<file path="config.mk">
export PLATFORM = sky130hd
export DESIGN_NAME = alu_sequencer_flat
export DESIGN_NICKNAME = d
export VERILOG_FILES = /design/src/rtl/alu_sequencer_if.sv /design/src/rtl/alu_sequencer.sv /design/src/flat_wrapper.sv
export SDC_FILE = /design/constraint.sdc
export NUM_CORES = 1
export LEC_CHECK = 0
export ABC_AREA = 1
export BUFFER_PORTS_ARGS = -buffer_cell sky130_fd_sc_hd__buf_4
export CAP_MARGIN = 5
export CORE_MARGIN = 8
export CORE_UTILIZATION = 40
export CTS_BUF_LIST = sky130_fd_sc_hd__clkbuf_8
export CTS_CLUSTER_DIAMETER = 100
export CTS_CLUSTER_SIZE = 25
export DETAILED_ROUTE_END_ITERATION = 16
export MAX_ROUTING_LAYER = met4
export PLACE_DENSITY = 0.75
export SLEW_MARGIN = 0
export SYNTH_ARGS = -nofsm -noshare
export SYNTH_HDL_FRONTEND = slang
export SYNTH_SLANG_ARGS = --single-unit
</file>
<file path="constraint.sdc">
create_clock -name clk -period 1.25 [get_ports clk]
set_clock_uncertainty 0.1 [all_clocks]
set_input_delay 0.125 -clock clk [delete_from_list [all_inputs] [get_ports clk]]
set_output_delay 0.125 -clock clk [all_outputs]
set_load 0.03 [all_outputs]
</file>
<file path="src/rtl/alu_sequencer_if.sv">
// Request, response and datapath-drive signals of alu_sequencer.
// slave = the sequencer; master = upstream requester plus the external datapath.
interface alu_sequencer_if;
  logic        in_valid;
  logic        in_ready;
  logic [3:0]  opcode;
  logic [31:0] op_a;
  logic [31:0] op_b;

  logic        out_valid;
  logic        out_ready;
  logic [31:0] result;
  logic        carry_out;
  logic        illegal_op;

  logic [31:0] dp_a;
  logic [31:0] dp_b;
  logic        arithmic_op;
  logic        sub;
  logic        logic_op;
  logic        shift_op;
  logic        shift_right;
  logic        mul_op;
  logic        trans_op;
  logic        trans_sel;
  logic [1:0]  sel;
  logic [31:0] dp_y;
  logic        dp_carry;

  modport slave (
    input  in_valid, opcode, op_a, op_b, out_ready, dp_y, dp_carry,
    output in_ready, out_valid, result, carry_out, illegal_op,
    output dp_a, dp_b, arithmic_op, sub, logic_op, shift_op, shift_right,
    output mul_op, trans_op, trans_sel, sel
  );

  modport master (
    output in_valid, opcode, op_a, op_b, out_ready, dp_y, dp_carry,
    input  in_ready, out_valid, result, carry_out, illegal_op,
    input  dp_a, dp_b, arithmic_op, sub, logic_op, shift_op, shift_right,
    input  mul_op, trans_op, trans_sel, sel
  );
endinterface

</file>
<file path="src/rtl/alu_sequencer.sv">
// One-in-flight ALU sequencer: accepts an op, drives an external datapath, holds the response.
// Optional handshake counter output op_count is enabled by defining ALU_SEQUENCER_OP_COUNT_EN.
module alu_sequencer #(
  parameter int unsigned MUL_CYCLES = 3
) (
  input  logic               clk,
  input  logic               rst,
  alu_sequencer_if.slave     bus
`ifdef ALU_SEQUENCER_OP_COUNT_EN
  ,
  output logic [31:0]        op_count
`endif
);

  // state | meaning
  // IDLE  | ready for a request, datapath controls low
  // EXEC  | one op-class control asserted, counter runs down
  // DONE  | response held on out_valid until out_ready
  localparam logic [1:0] S_IDLE = 2'd0;
  localparam logic [1:0] S_EXEC = 2'd1;
  localparam logic [1:0] S_DONE = 2'd2;

  localparam logic [3:0] OP_MUL   = 4'd8;
  localparam logic [3:0] MUL_LOAD = 4'(MUL_CYCLES);

  logic [1:0]  r_state;
  logic [3:0]  r_opcode;
  logic [31:0] r_a;
  logic [31:0] r_b;
  logic [3:0]  r_cnt;
  logic [31:0] r_result;
  logic        r_carry;
  logic        r_illegal;

  logic        w_exec;
  logic        w_last;
  logic        w_illegal;
  logic        w_arith;
  logic        w_sub;
  logic        w_logic;
  logic        w_shift;
  logic        w_shr;
  logic        w_mul;
  logic        w_trans;
  logic        w_tsel;
  logic [1:0]  w_sel;

  assign w_exec    = (r_state == S_EXEC);
  assign w_last    = (r_cnt == 4'd1);
  assign w_illegal = (r_opcode > 4'd10);

  always_comb begin
    w_arith = 1'b0;
    w_sub   = 1'b0;
    w_logic = 1'b0;
    w_shift = 1'b0;
    w_shr   = 1'b0;
    w_mul   = 1'b0;
    w_trans = 1'b0;
    w_tsel  = 1'b0;
    w_sel   = 2'd0;
    if (w_exec) begin
      case (r_opcode)
        4'd0: w_arith = 1'b1;
        4'd1: begin
          w_arith = 1'b1;
          w_sub   = 1'b1;
        end
        4'd2, 4'd3, 4'd4, 4'd5: begin
          w_logic = 1'b1;
          // opcode-2 for 2..5, taken on the low two bits
          w_sel   = r_opcode[1:0] - 2'd2;
        end
        4'd6: w_shift = 1'b1;
        4'd7: begin
          w_shift = 1'b1;
          w_shr   = 1'b1;
        end
        4'd8: w_mul = 1'b1;
        4'd9: w_trans = 1'b1;
        4'd10: begin
          w_trans = 1'b1;
          w_tsel  = 1'b1;
        end
        default: ;
      endcase
    end
  end

  always_ff @(posedge clk) begin
    if (rst) begin
      r_state   <= S_IDLE;
      r_opcode  <= 4'd0;
      r_a       <= 32'd0;
      r_b       <= 32'd0;
      r_cnt     <= 4'd0;
      r_result  <= 32'd0;
      r_carry   <= 1'b0;
      r_illegal <= 1'b0;
    end else begin
      case (r_state)
        S_IDLE: begin
          if (bus.in_valid) begin
            r_opcode <= bus.opcode;
            r_a      <= bus.op_a;
            r_b      <= bus.op_b;
            r_cnt    <= (bus.opcode == OP_MUL) ? MUL_LOAD : 4'd1;
            r_state  <= S_EXEC;
          end
        end
        S_EXEC: begin
          r_cnt <= r_cnt - 4'd1;
          if (w_last) begin
            r_result  <= w_illegal ? 32'd0 : bus.dp_y;
            r_carry   <= w_arith & bus.dp_carry;
            r_illegal <= w_illegal;
            r_state   <= S_DONE;
          end
        end
        S_DONE: begin
          if (bus.out_ready) r_state <= S_IDLE;
        end
        default: r_state <= S_IDLE;
      endcase
    end
  end

`ifdef ALU_SEQUENCER_OP_COUNT_EN
  logic [31:0] r_op_count;

  always_ff @(posedge clk) begin
    if (rst) r_op_count <= 32'd0;
    else if ((r_state == S_DONE) && bus.out_ready) r_op_count <= r_op_count + 32'd1;
  end

  assign op_count = r_op_count;
`endif

  assign bus.in_ready    = (r_state == S_IDLE);
  assign bus.out_valid   = (r_state == S_DONE);
  assign bus.result      = r_result;
  assign bus.carry_out   = r_carry;
  assign bus.illegal_op  = r_illegal;
  assign bus.dp_a        = r_a;
  assign bus.dp_b        = r_b;
  assign bus.arithmic_op = w_arith;
  assign bus.sub         = w_sub;
  assign bus.logic_op    = w_logic;
  assign bus.shift_op    = w_shift;
  assign bus.shift_right = w_shr;
  assign bus.mul_op      = w_mul;
  assign bus.trans_op    = w_trans;
  assign bus.trans_sel   = w_tsel;
  assign bus.sel         = w_sel;

endmodule

</file>
<file path="src/flat_wrapper.sv">
// flat-port wrapper written by rule: the top's interface ports become plain ports
module alu_sequencer_flat 
#(
  parameter int unsigned MUL_CYCLES = 3
)
  (clk, rst, bus_in_valid, bus_opcode, bus_op_a, bus_op_b, bus_out_ready, bus_dp_y, bus_dp_carry, bus_in_ready, bus_out_valid, bus_result, bus_carry_out, bus_illegal_op, bus_dp_a, bus_dp_b, bus_arithmic_op, bus_sub, bus_logic_op, bus_shift_op, bus_shift_right, bus_mul_op, bus_trans_op, bus_trans_sel, bus_sel);
  alu_sequencer_if bus_i ();
  input  logic clk;
  input  logic rst;
  input wire logic [$bits(bus_i.in_valid)-1:0] bus_in_valid;
  input wire logic [$bits(bus_i.opcode)-1:0] bus_opcode;
  input wire logic [$bits(bus_i.op_a)-1:0] bus_op_a;
  input wire logic [$bits(bus_i.op_b)-1:0] bus_op_b;
  input wire logic [$bits(bus_i.out_ready)-1:0] bus_out_ready;
  input wire logic [$bits(bus_i.dp_y)-1:0] bus_dp_y;
  input wire logic [$bits(bus_i.dp_carry)-1:0] bus_dp_carry;
  output wire logic [$bits(bus_i.in_ready)-1:0] bus_in_ready;
  output wire logic [$bits(bus_i.out_valid)-1:0] bus_out_valid;
  output wire logic [$bits(bus_i.result)-1:0] bus_result;
  output wire logic [$bits(bus_i.carry_out)-1:0] bus_carry_out;
  output wire logic [$bits(bus_i.illegal_op)-1:0] bus_illegal_op;
  output wire logic [$bits(bus_i.dp_a)-1:0] bus_dp_a;
  output wire logic [$bits(bus_i.dp_b)-1:0] bus_dp_b;
  output wire logic [$bits(bus_i.arithmic_op)-1:0] bus_arithmic_op;
  output wire logic [$bits(bus_i.sub)-1:0] bus_sub;
  output wire logic [$bits(bus_i.logic_op)-1:0] bus_logic_op;
  output wire logic [$bits(bus_i.shift_op)-1:0] bus_shift_op;
  output wire logic [$bits(bus_i.shift_right)-1:0] bus_shift_right;
  output wire logic [$bits(bus_i.mul_op)-1:0] bus_mul_op;
  output wire logic [$bits(bus_i.trans_op)-1:0] bus_trans_op;
  output wire logic [$bits(bus_i.trans_sel)-1:0] bus_trans_sel;
  output wire logic [$bits(bus_i.sel)-1:0] bus_sel;
  assign bus_i.in_valid = bus_in_valid;
  assign bus_i.opcode = bus_opcode;
  assign bus_i.op_a = bus_op_a;
  assign bus_i.op_b = bus_op_b;
  assign bus_i.out_ready = bus_out_ready;
  assign bus_i.dp_y = bus_dp_y;
  assign bus_i.dp_carry = bus_dp_carry;
  assign bus_in_ready = bus_i.in_ready;
  assign bus_out_valid = bus_i.out_valid;
  assign bus_result = bus_i.result;
  assign bus_carry_out = bus_i.carry_out;
  assign bus_illegal_op = bus_i.illegal_op;
  assign bus_dp_a = bus_i.dp_a;
  assign bus_dp_b = bus_i.dp_b;
  assign bus_arithmic_op = bus_i.arithmic_op;
  assign bus_sub = bus_i.sub;
  assign bus_logic_op = bus_i.logic_op;
  assign bus_shift_op = bus_i.shift_op;
  assign bus_shift_right = bus_i.shift_right;
  assign bus_mul_op = bus_i.mul_op;
  assign bus_trans_op = bus_i.trans_op;
  assign bus_trans_sel = bus_i.trans_sel;
  assign bus_sel = bus_i.sel;
  alu_sequencer #(.MUL_CYCLES(MUL_CYCLES)) u_core (.clk(clk), .rst(rst), .bus(bus_i));
endmodule
</file>
After elaboration in Yosys (flattened, before gate mapping)
Cells that the tools add are included.
{ "word_totals": {"latch_bits": 0, "in_bits": 105, "memories": 0, "ff_bits": 108, "mem_bits_ro": 0, "output_inout_bits": 110, "ramBits": 0} }
{ "classes": {"mul": 0, "reduce_logical": 11, "n_lt_le_gt_ge": 1, "eq_ne": 17, "shifts": 0, "bitwise": 1, "div": 0, "add_sub_neg": 2, "muxes": 26} }
{ "op_table": {"columns": ["cell", "count"], "rows": [
  ["$mux 32", 1],
  ["$eq 4x3->1 const B", 4],
  ["$eq 4x4->1 const B", 4],
  ["$mux 1", 16],
  ["$mux 2", 6],
  ["$eq 4x1->1 const B", 2],
  ["$eq 4x2->1 const B", 2],
  ["$pmux 4 s2", 1],
  ["$ne 2x2->1 const B", 3],
  ["$pmux 2 s3", 1],
  ["$reduce_and 2->1", 3],
  ["$reduce_or 2->1", 3],
  ["$gt 4x4->1 const B", 1],
  ["$logic_not 4->1", 1],
  ["$mux 4", 1],
  ["$reduce_or 4->1", 1],
  ["$sub 4x1->4 const B", 1],
  ["$reduce_and 3->1", 1],
  ["$eq 2x1->1 const B", 1],
  ["$eq 2x2->1 const B", 1],
  ["$logic_not 2->1", 1],
  ["$reduce_bool 2->1", 1],
  ["$sub 2x2->2 const B", 1],
  ["$and 1x1->1", 1]
]} }

Longest topological paths before layout
{ "depth": {"ltp_word": 5, "depth_mapped": 7, "mapped_depth_nobuf": 7} }

Worst setup path after synthesis
No wires, ideal clock.
{ "synth_path": {"kind": "reg2out", "startpoint": "register u_core.r_state[0]", "endpoint": "output bus_trans_op", "setup_slack_ps": -478, "arrival_ps": 1503, "required_ps": 1025, "path_stages_with_launch": 5, "n_path_buf": 0, "path_cell_list": "dfxtp_1 nand2_4 inv_4 nand3_1 nor3b_1"} }
{ "synth_between": {"elab_chain_len": 2} }
{ "synth_lines": {"columns": ["element", "line_no", "source"], "rows": [
  ["from (decl)", "alu_sequencer.sv:26", "logic [1:0] r_state;"],
  ["from (signal assigned)", "alu_sequencer.sv:92", "r_state <= S_IDLE;"],
  ["from (signal assigned)", "alu_sequencer.sv:108", "r_state <= S_EXEC;"],
  ["from (signal assigned)", "alu_sequencer.sv:117", "r_state <= S_DONE;"],
  ["$eq 2x1->1", "alu_sequencer.sv:48", "assign w_exec = (r_state == S_EXEC);"],
  ["$mux 1", "alu_sequencer.sv:62", "if (w_exec) begin"],
  ["to (decl)", "flat_wrapper.sv:30", "output wire logic [$bits(bus_i.trans_op)-1:0] bus_trans_op;"]
]} }
No other way between the ends.

Worst setup path in the final report
{ "layout_path": {"startpoint": "register u_core.r_state[1]", "endpoint": "output bus_trans_op"} }
Same word-level chain as after synthesis.

==> run summary <==
Post-Syn Area = 4184 um2
Cells on Worst Hold Path = 3
Avg Cell Area, Syn = 8.109 um2
Worst skew pair latency = 380 ps
RSZ-0062 raised after global routing = yes
Final slew viol count = 0
Slew @ Worst Pin = 602.0 ps
Post-detailed-route DRC marker count = 0
Initial antenna violation count = 2
Util after Layout = 90.84%
# setup viols final = 119
R2R Path Start = u_core.r_state[0]$_SDFFE_PP0P_
CTS root buf = clkbuf_8
Final worst setup slack = -438.9 ps
Max Root-Sink Buffers = 2
Unique cell type count in the Yosys netlist = 32
CTS Buf Count = 9
Max-cap violation count = 0
GRT Overall Usage = 26.50%
DP HPWL = 10.26 mm
IO buf count = 214
Static Leak = 3.921 nW
Vias per cell = 5.399
Multi-input gate area = 2783 um2
Cell count after synthesis = 516
Initial Util = 40.90%
Power density over the cells = 1101 nW/um2
#FFs+latches synth = 108
WL/cell = 23.13 um
Synth area leader = dfxtp_1
Largest cells by area after synthesis = dfxtp_1 52%, nor2_1 11%, o21ai_0 8.5%
Critical path peak fanout = 5
Gate family responsible for the most delay along the worst path = simple AND/OR/NAND/NOR gates
Fin crit period = 1689 ps
CP Data Required Time = 1020 ps
Synth top area share = 51.67%
Vert. Die Dim = 118.3 um
CTS tree = done
Slowest stage cell, crit path = dfxtp_4
Top Ports = 215
Crit path buffers/inverters = 3
Max incr delay on CP = 370 ps
# nets final = 995
Syn Nets = 623
Fillers = 375
Worst min path class = input port to flop
PnR Total Power = 10.23 mW
Final ANT Viol Nets = 0
Reg2reg path depth = 9
Gpl congestion = 0.8319
Fin. Hold Viols = 0
Pin count of the biggest net entering global routing = 52
Crit-path cells = inv_4 -> nand2_8 -> clkinv_8 -> nand3_4 -> nor3b_4 -> buf_6
Worst ir drop on vdd = 0.8726 mV
YS warnings = 0
Slew HR = 59.87%
Critical Path Start Type = flop
Worst Hold Path EP = u_core.r_cnt[0]$_SDFFE_PP0P_
Htree depth = 3
Origin of the worst min-delay path = bus_in_valid
Clk sinks = 108
Global-route wire length before repair = 29.35 mm
Violated checks = setup timing
FF/Latch Area = 2182 um2
Top achievable clock speed = 592.1 MHz
Core area = 10230 um2
Total Routed Length = 23.85 mm
Worst flop-to-flop path endpoint = u_core.bus.dp_a[5]$_SDFFE_PP0P_
Vias in the first global route = 5661
Row cnt = 37
Die Area = 13990 um2
P&R area growth vs syn = 122.1%
Grt ovf = 0
Initial DRC Count = 446
Status = finished, violations left
Pre-CTS setup slack = -132.6 ps
Reg2reg setup slack = -400 ps
Worst Setup End Kind = primary output
Pre-Repair DR Iteration Count = 5
TNS Setup = -37300 ps
Clock-pin slew on the worst setup and hold paths = 110 ps
Die X = 118.3 um
Vias after detailed routing = 5566
Final period util = 135.1%
WP data arrival = 1460 ps
Register area share after synthesis = 51.67%
Layout cell share with drive strength beyond 1 = 60.02%
Crit path kind = flop to primary output
logic make-up (layout without fill, tap and decap cells):
kind of cell / after synthesis / count (layout) / share of synthesized area, %
compound gates: 113 / 113 / 13.61
simple gates: 242 / 243 / 26.47
other cells: 0 / 2 / 0
fa+ha+maj: 2 / 2 / 0.5980
buf+inv: 50 / 426 / 7.446
xor+xnor: 1 / 1 / 0.2094
flops: 108 / 108 / 51.67
cell usage after synthesis:
master      n
nor2_1    121
dfxtp_1   108
o21ai_0    71
nand2_1    47
a21oi_1    41
nand3_1    35
nor2_2     20
clkbuf_1   15
inv_1      13
buf_6       9
buf_2       5
nand3_2     3
buf_1       2
buf_12      2
ha_1        2
nand2_4     2
nand3b_1    2
nor2_4      2
nor3_1      2
nor4_1      2
a21oi_2     1
buf_4       1
buf_8       1
inv_2       1
inv_4       1
nand2_2     1
nand3_4     1
nand4_1     1
nor2_8      1
nor3b_1     1
or2_2       1
xor2_1      1
flip-flops by register name, indices dropped and copies added, names as in the netlist:
| signal | cells |
|---|---|
| u_core.bus.dp_a | 32 |
| u_core.bus.dp_b | 32 |
| u_core.bus.result | 32 |
| u_core.r_cnt | 4 |
| u_core.r_opcode | 4 |
| u_core.r_state | 2 |
| u_core.bus.carry_out | 1 |
| u_core.bus.illegal_op | 1 |
cell type report:
cell class | count | area share, %
repair buffers | 395 | 41.61
multi-input cells | 359 | 29.94
flip-flops and latches | 108 | 23.48
well taps | 136 | 1.831
clock buffers | 10 | 1.481
inverters | 15 | 0.9289
clock inverters | 6 | 0.6731
diodes | 2 | 0.05385
worst max path at each step:
stage | from | to | slack, ps | cells past startpoint
detailed placement | u_core.r_cnt[1]$_SDFFE_PP0P_ | u_core.bus.result[9]$_SDFFE_PP0P_ | -130 | 7
floorplan | u_core.r_state[0]$_SDFFE_PP0P_ | u_core.bus.dp_a[22]$_SDFFE_PP0P_ | -60 | 7
finish | u_core.r_state[1]$_SDFFE_PP0P_ | bus_trans_op | -440 | 6
global route | u_core.r_state[1]$_SDFFE_PP0P_ | bus_trans_op | -480 | 6
global placement | u_core.r_state[1]$_SDFFE_PP0P_ | bus_sel[0] | -50 | 6
CTS | u_core.r_state[1]$_SDFFE_PP0P_ | bus_trans_op | -370 | 6
repair_timing:
item / 4_1_cts / 5_1_grt
endpoints found under the setup margin: 69 / 118
hold buffers: 101 / 0
setup buffers: 18 / 20
cloned: 12 / 7
endpoints found under the hold margin: 101 / 0
resized for setup: 103 / 278
pin swaps: 5 / 73
report_power, final:
part	internal, mW	switching (mW)	total (mW)
Sequential	3.73	0.279	4.01
Combinational	1.83	2.11	3.94
Clock	0.982	1.30	2.28
Total	6.54	3.69	10.2
per-layer routing:
metal	vias to the layer above	wire [um]	GRT usage, %
li1	2437	-	-
met1	2707	8412	27.66
met2	333	12300	46.15
met3	89	2022	7.711
met4	0	1111	10.57
met5	-	0	-
worst min-delay path: stages:
cell and delay, ps:
buf_4 180, o21ai_2 130, a21oi_2 150
stage by stage:
step	hold slack [ps]	area, um2	cells
after floorplan	168.0	4303	516
after global placement	277.0	6185	867
after detailed placement	287.5	6185	867
after CTS	71.83	8097	1014
after global routing	149.8	9294	1031
final	151.2	9294	1031
cell usage in the layout, fill, tap and decap left out, types with 13 or more instances in the layout:
| master | synthesis | final |
|---|---|---|
| buf_4 | 1 | 224 |
| dlygate4sd3_1 | 0 | 101 |
| dfxtp_1 | 108 | 100 |
| nor2_1 | 121 | 78 |
| nor2_2 | 20 | 39 |
| a21oi_2 | 1 | 36 |
| o21ai_2 | 0 | 34 |
| buf_6 | 9 | 31 |
| nor2_4 | 2 | 26 |
| nand2_4 | 2 | 25 |
| o21ai_1 | 0 | 20 |
| buf_12 | 2 | 20 |
| nand3_1 | 35 | 16 |
| nand2_1 | 47 | 15 |
| nand3_2 | 3 | 13 |
Note: power is estimated with default switching activity, not from simulation.
